File: src/rtl/risc_pkg.sv
// Shared opcode values, FSM state encoding and instruction-field width rules
// for the parametrised RISC core and its ALU.
package risc_pkg;

    localparam int OP_NOP  = 0;
    localparam int OP_ADD  = 1;
    localparam int OP_SUB  = 2;
    localparam int OP_AND  = 3;
    localparam int OP_NOT  = 4;
    localparam int OP_RD   = 5;
    localparam int OP_WR   = 6;
    localparam int OP_BR   = 7;
    localparam int OP_BRZ  = 8;
    localparam int OP_HALT = 15;

    typedef enum logic [2:0] {
        ST_FETCH,
        ST_DECODE,
        ST_FETCH_ADDR,
        ST_MEM_RD,
        ST_MEM_WR,
        ST_HALT
    } state_t;

    // A single-register file still needs a one-bit index field.
    function automatic int ridx_width(input int reg_cnt);
        return (reg_cnt > 1) ? $clog2(reg_cnt) : 1;
    endfunction

    function automatic bit fields_fit(input int word_w, input int op_w, input int ridx_w);
        return (op_w + 2 * ridx_w) <= word_w;
    endfunction

endpackage

File: src/rtl/risc_alu.sv
// Combinational ALU for the RISC core: ADD/SUB/AND/NOT with zero and carry/borrow.
module risc_alu
    import risc_pkg::*;
#(
    parameter int WORD_W = 8,
    parameter int OP_W   = 4
) (
    input  logic [WORD_W-1:0] a,
    input  logic [WORD_W-1:0] b,
    input  logic [OP_W-1:0]   op,
    output logic [WORD_W-1:0] result,
    output logic              zero,
    output logic              carry
);

    logic [WORD_W:0] sum;

    // a is the destination operand, b the source; SUB carry is the unsigned borrow.
    always_comb begin
        result = '0;
        carry  = 1'b0;
        sum    = '0;
        case (int'(op))
            OP_ADD: begin
                sum    = {1'b0, a} + {1'b0, b};
                result = sum[WORD_W-1:0];
                carry  = sum[WORD_W];
            end
            OP_SUB: begin
                result = a - b;
                carry  = (a < b);
            end
            OP_AND:  result = a & b;
            OP_NOT:  result = ~b;
            default: result = '0;
        endcase
        zero = (result == '0);
    end

endmodule

File: src/rtl/risc_core_param.sv
// Multi-cycle RISC core: register file, PC/IR/AR, flags and a fetch/decode/execute
// FSM talking to a unified memory over a req/ack handshake.
module risc_core_param
    import risc_pkg::*;
#(
    parameter  int WORD_W  = 8,
    parameter  int OP_W    = 4,
    parameter  int REG_CNT = 4,
    localparam int RIDX_W  = ridx_width(REG_CNT)
) (
    input  logic              clk,
    input  logic              rst,
    output logic              mem_req,
    output logic              mem_we,
    output logic [WORD_W-1:0] mem_addr,
    output logic [WORD_W-1:0] mem_wdata,
    input  logic [WORD_W-1:0] mem_rdata,
    input  logic              mem_ack,
    output logic              halted,
    output logic              zflag,
    output logic              cflag,
    output logic              illegal_op,
    output logic [WORD_W-1:0] pc_out,
    input  logic [RIDX_W-1:0] dbg_sel,
    output logic [WORD_W-1:0] dbg_data
);

    if (!fields_fit(WORD_W, OP_W, RIDX_W)) begin : g_bad_fields
        $error("risc_core_param: OP_W + 2*RIDX_W exceeds WORD_W");
    end

    state_t            state;
    state_t            state_next;
    logic [WORD_W-1:0] pc;
    logic [WORD_W-1:0] ir;
    logic [WORD_W-1:0] ar;
    logic [WORD_W-1:0] regs [REG_CNT];
    logic [WORD_W-1:0] pc_inc;
    logic [OP_W-1:0]   opcode;
    logic [RIDX_W-1:0] src;
    logic [RIDX_W-1:0] dst;
    int                op_i;
    logic              alu_wr;
    logic [WORD_W-1:0] alu_result;
    logic              alu_zero;
    logic              alu_carry;

    assign opcode   = ir[WORD_W-1 -: OP_W];
    assign src      = ir[WORD_W-OP_W-1 -: RIDX_W];
    assign dst      = ir[WORD_W-OP_W-RIDX_W-1 -: RIDX_W];
    assign op_i     = int'(opcode);
    assign pc_inc   = pc + WORD_W'(1);
    assign pc_out   = pc;
    assign dbg_data = regs[dbg_sel];

    risc_alu #(
        .WORD_W (WORD_W),
        .OP_W   (OP_W)
    ) u_alu (
        .a      (regs[dst]),
        .b      (regs[src]),
        .op     (opcode),
        .result (alu_result),
        .zero   (alu_zero),
        .carry  (alu_carry)
    );

    always_ff @(posedge clk or negedge rst) begin
        if (!rst) begin
            state <= ST_FETCH;
        end else begin
            state <= state_next;
        end
    end

    // Requests are gated by rst so an abort drops mem_req without waiting for a clock.
    always_comb begin
        state_next = state;
        mem_req    = 1'b0;
        mem_we     = 1'b0;
        mem_addr   = pc;
        mem_wdata  = '0;
        halted     = 1'b0;
        illegal_op = 1'b0;
        alu_wr     = 1'b0;
        case (state)
            ST_FETCH: begin
                mem_req = rst;
                if (mem_ack) state_next = ST_DECODE;
            end
            ST_DECODE: begin
                case (op_i)
                    OP_NOP: state_next = ST_FETCH;
                    OP_ADD, OP_SUB, OP_AND, OP_NOT: begin
                        alu_wr     = 1'b1;
                        state_next = ST_FETCH;
                    end
                    OP_RD, OP_WR, OP_BR, OP_BRZ: state_next = ST_FETCH_ADDR;
                    OP_HALT: state_next = ST_HALT;
                    default: begin
                        illegal_op = 1'b1;
                        state_next = ST_FETCH;
                    end
                endcase
            end
            ST_FETCH_ADDR: begin
                mem_req = rst;
                if (mem_ack) begin
                    case (op_i)
                        OP_RD:   state_next = ST_MEM_RD;
                        OP_WR:   state_next = ST_MEM_WR;
                        default: state_next = ST_FETCH;
                    endcase
                end
            end
            ST_MEM_RD: begin
                mem_req  = rst;
                mem_addr = ar;
                if (mem_ack) state_next = ST_FETCH;
            end
            ST_MEM_WR: begin
                mem_req   = rst;
                mem_we    = rst;
                mem_addr  = ar;
                mem_wdata = regs[src];
                if (mem_ack) state_next = ST_FETCH;
            end
            ST_HALT: halted = 1'b1;
            default: state_next = ST_FETCH;
        endcase
    end

    // Branch targets come straight from the address word so the next fetch uses them.
    always_ff @(posedge clk or negedge rst) begin
        if (!rst) begin
            pc    <= '0;
            ir    <= '0;
            ar    <= '0;
            zflag <= 1'b0;
            cflag <= 1'b0;
            for (int i = 0; i < REG_CNT; i++) regs[i] <= '0;
        end else begin
            case (state)
                ST_FETCH: begin
                    if (mem_ack) begin
                        ir <= mem_rdata;
                        pc <= pc_inc;
                    end
                end
                ST_DECODE: begin
                    if (alu_wr) begin
                        regs[dst] <= alu_result;
                        zflag     <= alu_zero;
                        cflag     <= alu_carry;
                    end
                end
                ST_FETCH_ADDR: begin
                    if (mem_ack) begin
                        ar <= mem_rdata;
                        if (op_i == OP_BR || (op_i == OP_BRZ && zflag)) pc <= mem_rdata;
                        else pc <= pc_inc;
                    end
                end
                ST_MEM_RD: begin
                    if (mem_ack) regs[dst] <= mem_rdata;
                end
                default: ;
            endcase
        end
    end

endmodule
File: config.mk
export PLATFORM = sky130hd
export DESIGN_NAME = risc_core_param
export DESIGN_NICKNAME = d
export VERILOG_FILES = /design/src/rtl/risc_pkg.sv /design/src/rtl/risc_alu.sv /design/src/rtl/risc_core_param.sv
export SDC_FILE = /design/constraint.sdc
export NUM_CORES = 1
export LEC_CHECK = 0
export ABC_AREA = 1
export CAP_MARGIN = 5
export CORE_ASPECT_RATIO = 1.25
export CORE_MARGIN = 2
export CORE_UTILIZATION = 35
export CTS_CLUSTER_DIAMETER = 120
export CTS_CLUSTER_SIZE = 25
export DETAILED_ROUTE_END_ITERATION = 16
export PLACE_DENSITY = 0.63
export SLEW_MARGIN = 20
export SYNTH_ARGS = -nofsm -noshare
export SYNTH_HDL_FRONTEND = slang
export SYNTH_SLANG_ARGS = --single-unit
File: constraint.sdc
create_clock -name clk -period 2.7 [get_ports clk]
set_clock_uncertainty 0.1 [all_clocks]
set_input_delay 0.405 -clock clk [delete_from_list [all_inputs] [get_ports clk]]
set_output_delay 0.405 -clock clk [all_outputs]
set_load 0.02 [all_outputs]
==> run metrics, run 1 <==
status=complete, no violations; Starting Density=0.357; fmax=0.371 GHz; Max VDD drop=about 0.00057 V; H-tree depth=3; gr ovfl total=0; Crit. End Element=flip-flop; worst-path fanout max=5; Die W=~110 um; HPWL after DPL=between 10 and 15 mm; first-pass GRT wire length=approximately 25 mm; # nets final=866; Max Cap Viol=0; Ys Warns=0; RSZ-0062 raised after global routing=yes; pre-CTS WS=-0.152 ns; Critical Path AT=~2.9 ns; initial antenna violation count=1; Placed Area=5850 sq um; Synth Net Count=between 700 and 800; leakage power=~0.0034 uW; root buf cell=clkbuf_16; core area=between 10,000 and 15,000 sq um; Final period util=0.999; Multi-input gate area=between 3000 and 4000 sq um; max-slew violation count=0; Routed WL per cell=15.8 um; P&R area growth vs syn=38.9%; worst hold path class=in -> async; I/O Buffers=50; Skew-Pair Late Insertion Delay=0.34 ns; final core occ=0.496; Tmin final=2.70 ns; Synth top area share=0.323; most frequent cells in the layout=nand2_1, inv_1, o21ai_0; Synth Register Bits=between 60 and 70; Final ANT Viol Nets=0; post-route cell area=between 6000 and 7000 sq um; total CTS buffers=9; required time worst endpoint=around 2.9 ns; final number of setup-violating endpoints=0; I/O pin count=51; DRC=0; filler cell count=1,336; drt total wl=16.0 mm; Pre-antenna DRT Iters=5; leading area contributor after synthesis=dfrtp_1; FP Rows=47; Critical Path Start Type=flip-flop; power density over cell area=roughly 1500 nW/um^2; Die Footprint=between 10,000 and 15,000 sq um; gpl congestion=between 0.9 and 1; via count=5,213; DR vias/cell=roughly 5.2; synthesized instance count=between 700 and 800; setup_tns=0 ns; CTS tree=built; Power Total=~10,000 uW; cell area after synthesis=~4700 sq um; count of different cell masters after synthesis=40; post-synthesis sequential area ratio=0.323; Max clock buf depth=2; register clock-pin slew on the reported worst setup and hold paths=~0.060 ns; largest net degree at the start of global routing=between 60 and 70; Sink Count=61; hold bufs inserted after CTS=0; setup slack after layout=roughly 0.0034 ns; Overall Global Routing Usage=0.224; slew margin rel.=0.462; most common cell after layout, fill and taps aside=nand2_1; EDFF count, synth=0; FFs w/ async S/R, synth=1.00; register area=about 1500 sq um; Avg Cell Area, Syn=6.54 sq um; top cells by area, synth=dfrtp_1, nand2_1, o21ai_0; Slew @ Worst Pin=just over 0.8 ns; vias in the first global route=roughly 4.9k; layout cells sized above 1=0.212; Final Hold Fails=0; ys flop type=dfrtp_1; Setup CP Type=reg -> reg; drt initial violations=a little under 500; die height=134 um
## timing repair
action,in CTS,in global routing
buffers inserted,2,2
endpoints found under the setup margin,41,46
pin swaps,7,19
resized for setup,31,72
## registers in the layout, summed over array words and instances (netlist names)
register / count
ar: 8
cflag: 1
ir: 8
pc_out: 8
regs: 32
state: 3
zflag: 1
## stage by stage
stage | hold WS [ns] | cells
3_3_place_gp | 0.368 | 989
2_1_floorplan | 0.00941 | 722
3_5_place_dp | 0.363 | 989
6_report | 0.193 | 1010
4_1_cts | 0.232 | 1007
5_1_grt | 0.284 | 1010
## worst max-delay path: stages (launching register included)
cell,delay (ns)
dfrtp_2,0.46
nor2_4,0.16
inv_2,0.05
o22ai_1,0.15
a21oi_1,0.06
o21a_2,0.16
inv_2,0.07
ha_4,0.12
inv_2,0.04
fa_2,0.40
nor2_1,0.12
nor2_1,0.05
nand2_1,0.08
nand3_2,0.10
nor2_4,0.14
nand3_1,0.12
nor2_2,0.12
nand3_1,0.08
nand2_1,0.07
## power breakdown
group	switching (uW)	leakage [uW]	internal [uW]	total [uW]
logic	4120	0.00242	2910	7030
clock network	432	0.000169	897	1330
registers	388	0.000779	1310	1700
total	4940	0.00337	5120	10100
## cell usage after synthesis (all sizes together) (3+ instances only)
cell type and number:
a21oi 24, a22oi 12, buf 10, clkbuf 7
clkinv 4, dfrtp 61, ha 18, inv 107
nand2 224, nand3 69, nand4 4, nor2 69
o21ai 85, o221ai 3, o22ai 10, xor2 4
## path summary, 6_finish.rpt
path                       start  endpoint  slack [ns]  cells after the start
max                        ir[1]     zflag       0.003                     18
min                          rst     ar[7]        0.19                      2
max reg2reg                ir[1]     zflag       0.003                     18
min reg2reg                ar[7]     ar[7]        0.38                      2
max in group asynchronous    rst     ir[1]        1.71                      2
min in group clk           ar[7]     ar[7]        0.38                      2
## logic make-up after synthesis
kind of cell	after synthesis	share of synthesized area
fa+ha+maj	20	0.0562
buf+inv	128	0.111
flops	61	0.323
xor+xnor	5	0.00927
compound gates	141	0.168
simple gates	367	0.332
## layout make-up
type,instances,area share
flip-flops and latches,61,0.233
clock inverters,7,0.0174
diodes,1,0.000381
inverters,111,0.0658
repair buffers,117,0.158
multi-input cells,533,0.459
clock buffers,9,0.0343
well taps,171,0.0326
## routing by layer
layer,GRT usage,up-vias,part of all wire
li1,-,2549,-
met1,0.284,2433,0.41
met2,0.371,192,0.50
met3,0.0258,39,0.051
met4,0.118,0,0.043
met5,0,-,0
No activity file was read; power rests on OpenSTA's default activity.
==> run 2: changes to the inputs <==
clock period = 2.39 ns   (was 2.7 ns; I/O delays follow)
==> run 2 against run 1 <==
Compared with the run above: the flow now finishes with violations (negative setup slack); design area up 8.0%; die area unchanged; utilization up 4.0 points; power up 25%; clock power about the same; routed wire length up 6.4%; critical path depth up 3; register-to-register slack worse by 0.33 ns; worst hold slack better by 0.0040 ns; flip-flop and latch count unchanged; final cell count up 4.6%; largest cell class unchanged; largest power group unchanged; highest routed layer unchanged.
==> run metrics, run 2 (synthesis gave the netlist of run 1 again) <==
I/O Buffers=50 (unchanged); Placed Area=6090 sq um (+4.0%); Crit. End Element=flip-flop; M2 GR Usage=0.401 (+0.0300); Max VDD drop=0.000861 V (+50%); worst r2r src=ir[1]; pre-CTS WS=-0.440 ns (-0.288 ns); Overall Global Routing Usage=0.237 (+0.0132); initial antenna violation count=0 (-1); H-tree depth=3 (unchanged); CTS tree=built; setup_tns=-7.32 ns (-7.32 ns); Setup CP Type=reg -> reg; # nets final=913 (+5.4%); Routed WL per cell=16.1 um (+1.8%); DRC=0 (unchanged); most common cell after layout, fill and taps aside=nand2_1; gr ovfl total=0 (unchanged); Slew @ Worst Pin=0.835 ns (+0.0273 ns); M3 GR Usage=0.0277 (+0.00194); register clock-pin slew on the reported worst setup and hold paths=0.05 ns (about the same); required time worst endpoint=2.49 ns (-0.39 ns); number of flip-flops in the largest register=32 (unchanged); Die W=108 um (unchanged); total CTS buffers=9 (unchanged); layer with the highest usage=met2; P&R area growth vs syn=50.0%; RSZ-0062 raised after global routing=yes; Final Hold Fails=0 (unchanged); Reg-to-Reg End=regs[4]; failing checks=negative setup slack; Power Total=12,600 uW (+25%); R2R Setup Slk=-0.33 ns (-0.33 ns); hold bufs inserted after CTS=0 (unchanged); slew margin rel.=0.443 (-0.0182); most frequent cells in the layout=nand2_1, buf_4, inv_1; leakage power=0.00356 uW (+5.9%); Multi-input gate area=3240 sq um (+7.8%); layout cells sized above 1=0.324 (+0.112); hold_ws=0.198 ns (+0.00404 ns); Largest Register=regs; drt initial violations=493 (+1.4%); FP Rows=47 (unchanged); first-pass GRT wire length=26.4 mm (+5.1%); worst-path fanout max=5 (unchanged); Die Footprint=14,400 sq um (unchanged); fmax=0.368 GHz (-0.85%); Sink Count=61 (unchanged); n_diodes=0 (-1); filler cell count=1,255 (-6.1%); largest net degree at the start of global routing=62 (unchanged); Starting Density=0.357 (unchanged); root buf cell=clkbuf_16; power density over cell area=1780 nW/um^2 (+16%); via count=5,408 (+3.7%); Max clock buf depth=2 (unchanged); drt total wl=17.0 mm (+6.4%); max-slew violation count=0 (unchanged); Register-to-Register Path Depth=21 (+3); Final period util=1.14 (+0.139); worst hold path class=in -> async; Final ANT Viol Nets=0 (unchanged); core area=13,200 sq um (unchanged); met1 Usage GRT=0.290 (+0.00574); Critical Path AT=2.82 ns (-0.05 ns); setup slack after layout=-0.330 ns (-0.333 ns); I/O pin count=51 (unchanged); die height=134 um (unchanged); Critical Path Start Type=flip-flop; HPWL after DPL=12.3 mm (+1.4%); Tmin final=2.72 ns (+0.0230 ns); vias in the first global route=5,245 (+6.9%); register area=1530 sq um (unchanged); Max Cap Viol=0 (unchanged); DR vias/cell=5.12 (-0.78%); final number of setup-violating endpoints=34 (+34); Skew-Pair Late Insertion Delay=0.34 ns (about the same); status=finished with violations; gpl congestion=0.899 (-2.0%); post-route cell area=7090 sq um (+8.0%); Pre-antenna DRT Iters=5 (unchanged)
-- run 2: changes by cell type in the layout (fill, tap and decap cells not counted), moves of 14 or more --
cell             change
nand3_2             +16
nand3_1             -17
clkdlybuf4s50_1     -15
clkbuf_2            +14
buf_4               +35
-- run 2: layout make-up --
type                       instances  share of cell area
clock buffer                      10              0.0337
clock inverter                     6             0.00883
inverter                         111              0.0620
multi-input combinational        533               0.458
sequential                        61               0.216
tap                              171              0.0302
timing repair buffer             164               0.192
-- run 2: per-layer routing --
| metal | vias up | part of all wire |
|---|---|---|
| met5 | - | 0 |
| met4 | 0 | 0.049 |
| met3 | 50 | 0.045 |
| met2 | 175 | 0.51 |
| met1 | 2542 | 0.40 |
| li1 | 2641 | - |
-- run 2: critical path, stage by stage, from the launching register on --
cell	delay [ns]
dfrtp_2	0.46
buf_4	0.16
buf_6	0.12
nand2_8	0.07
inv_6	0.04
a21oi_2	0.12
o21a_2	0.20
inv_2	0.06
ha_4	0.17
inv_4	0.06
fa_2	0.19
inv_1	0.04
nand2_1	0.06
nand2_2	0.07
nand2_1	0.08
nand2_1	0.07
nand3_2	0.07
nand2_2	0.06
nor2_4	0.12
nand2_4	0.09
nand3_2	0.10
o21ai_1	0.09
-- run 2: worst max-delay path by stage --
stage               start        to  slack [ns]  cells past startpoint
floorplan           ir[1]   regs[6]       -0.18                     19
CTS                 ir[1]  regs[30]       -0.28                     19
detailed placement  ir[0]     zflag       -0.44                     20
global placement    ir[1]     zflag       -0.39                     19
finish              ir[1]   regs[4]       -0.33                     21
global route        ir[1]   regs[6]       -0.52                     16
-- run 2: through the flow --
step | util | std cells
floorplan | - | 722
global placement | 0.460 | 1018
detailed placement | 0.460 | 1018
CTS | 0.516 | 1046
global route | 0.536 | 1056
finish | 0.536 | 1056
-- run 2: power by group --
group | leakage (uW) | internal, uW | switching [uW] | total [uW]
Sequential | 0.000779 | 1480 | 411 | 1890
Clock | 0.000152 | 832 | 494 | 1330
Combinational | 0.00263 | 4110 | 5260 | 9370
Total | 0.00356 | 6420 | 6170 | 12600
-- run 2: repair_timing --
| action | CTS | global route |
|---|---|---|
| gates resized for setup | 117 | 96 |
| buffers inserted | 12 | 11 |
| pin swaps | 27 | 14 |
| setup endpoints to repair | 59 | 51 |
| gates cloned | 0 | 0 |
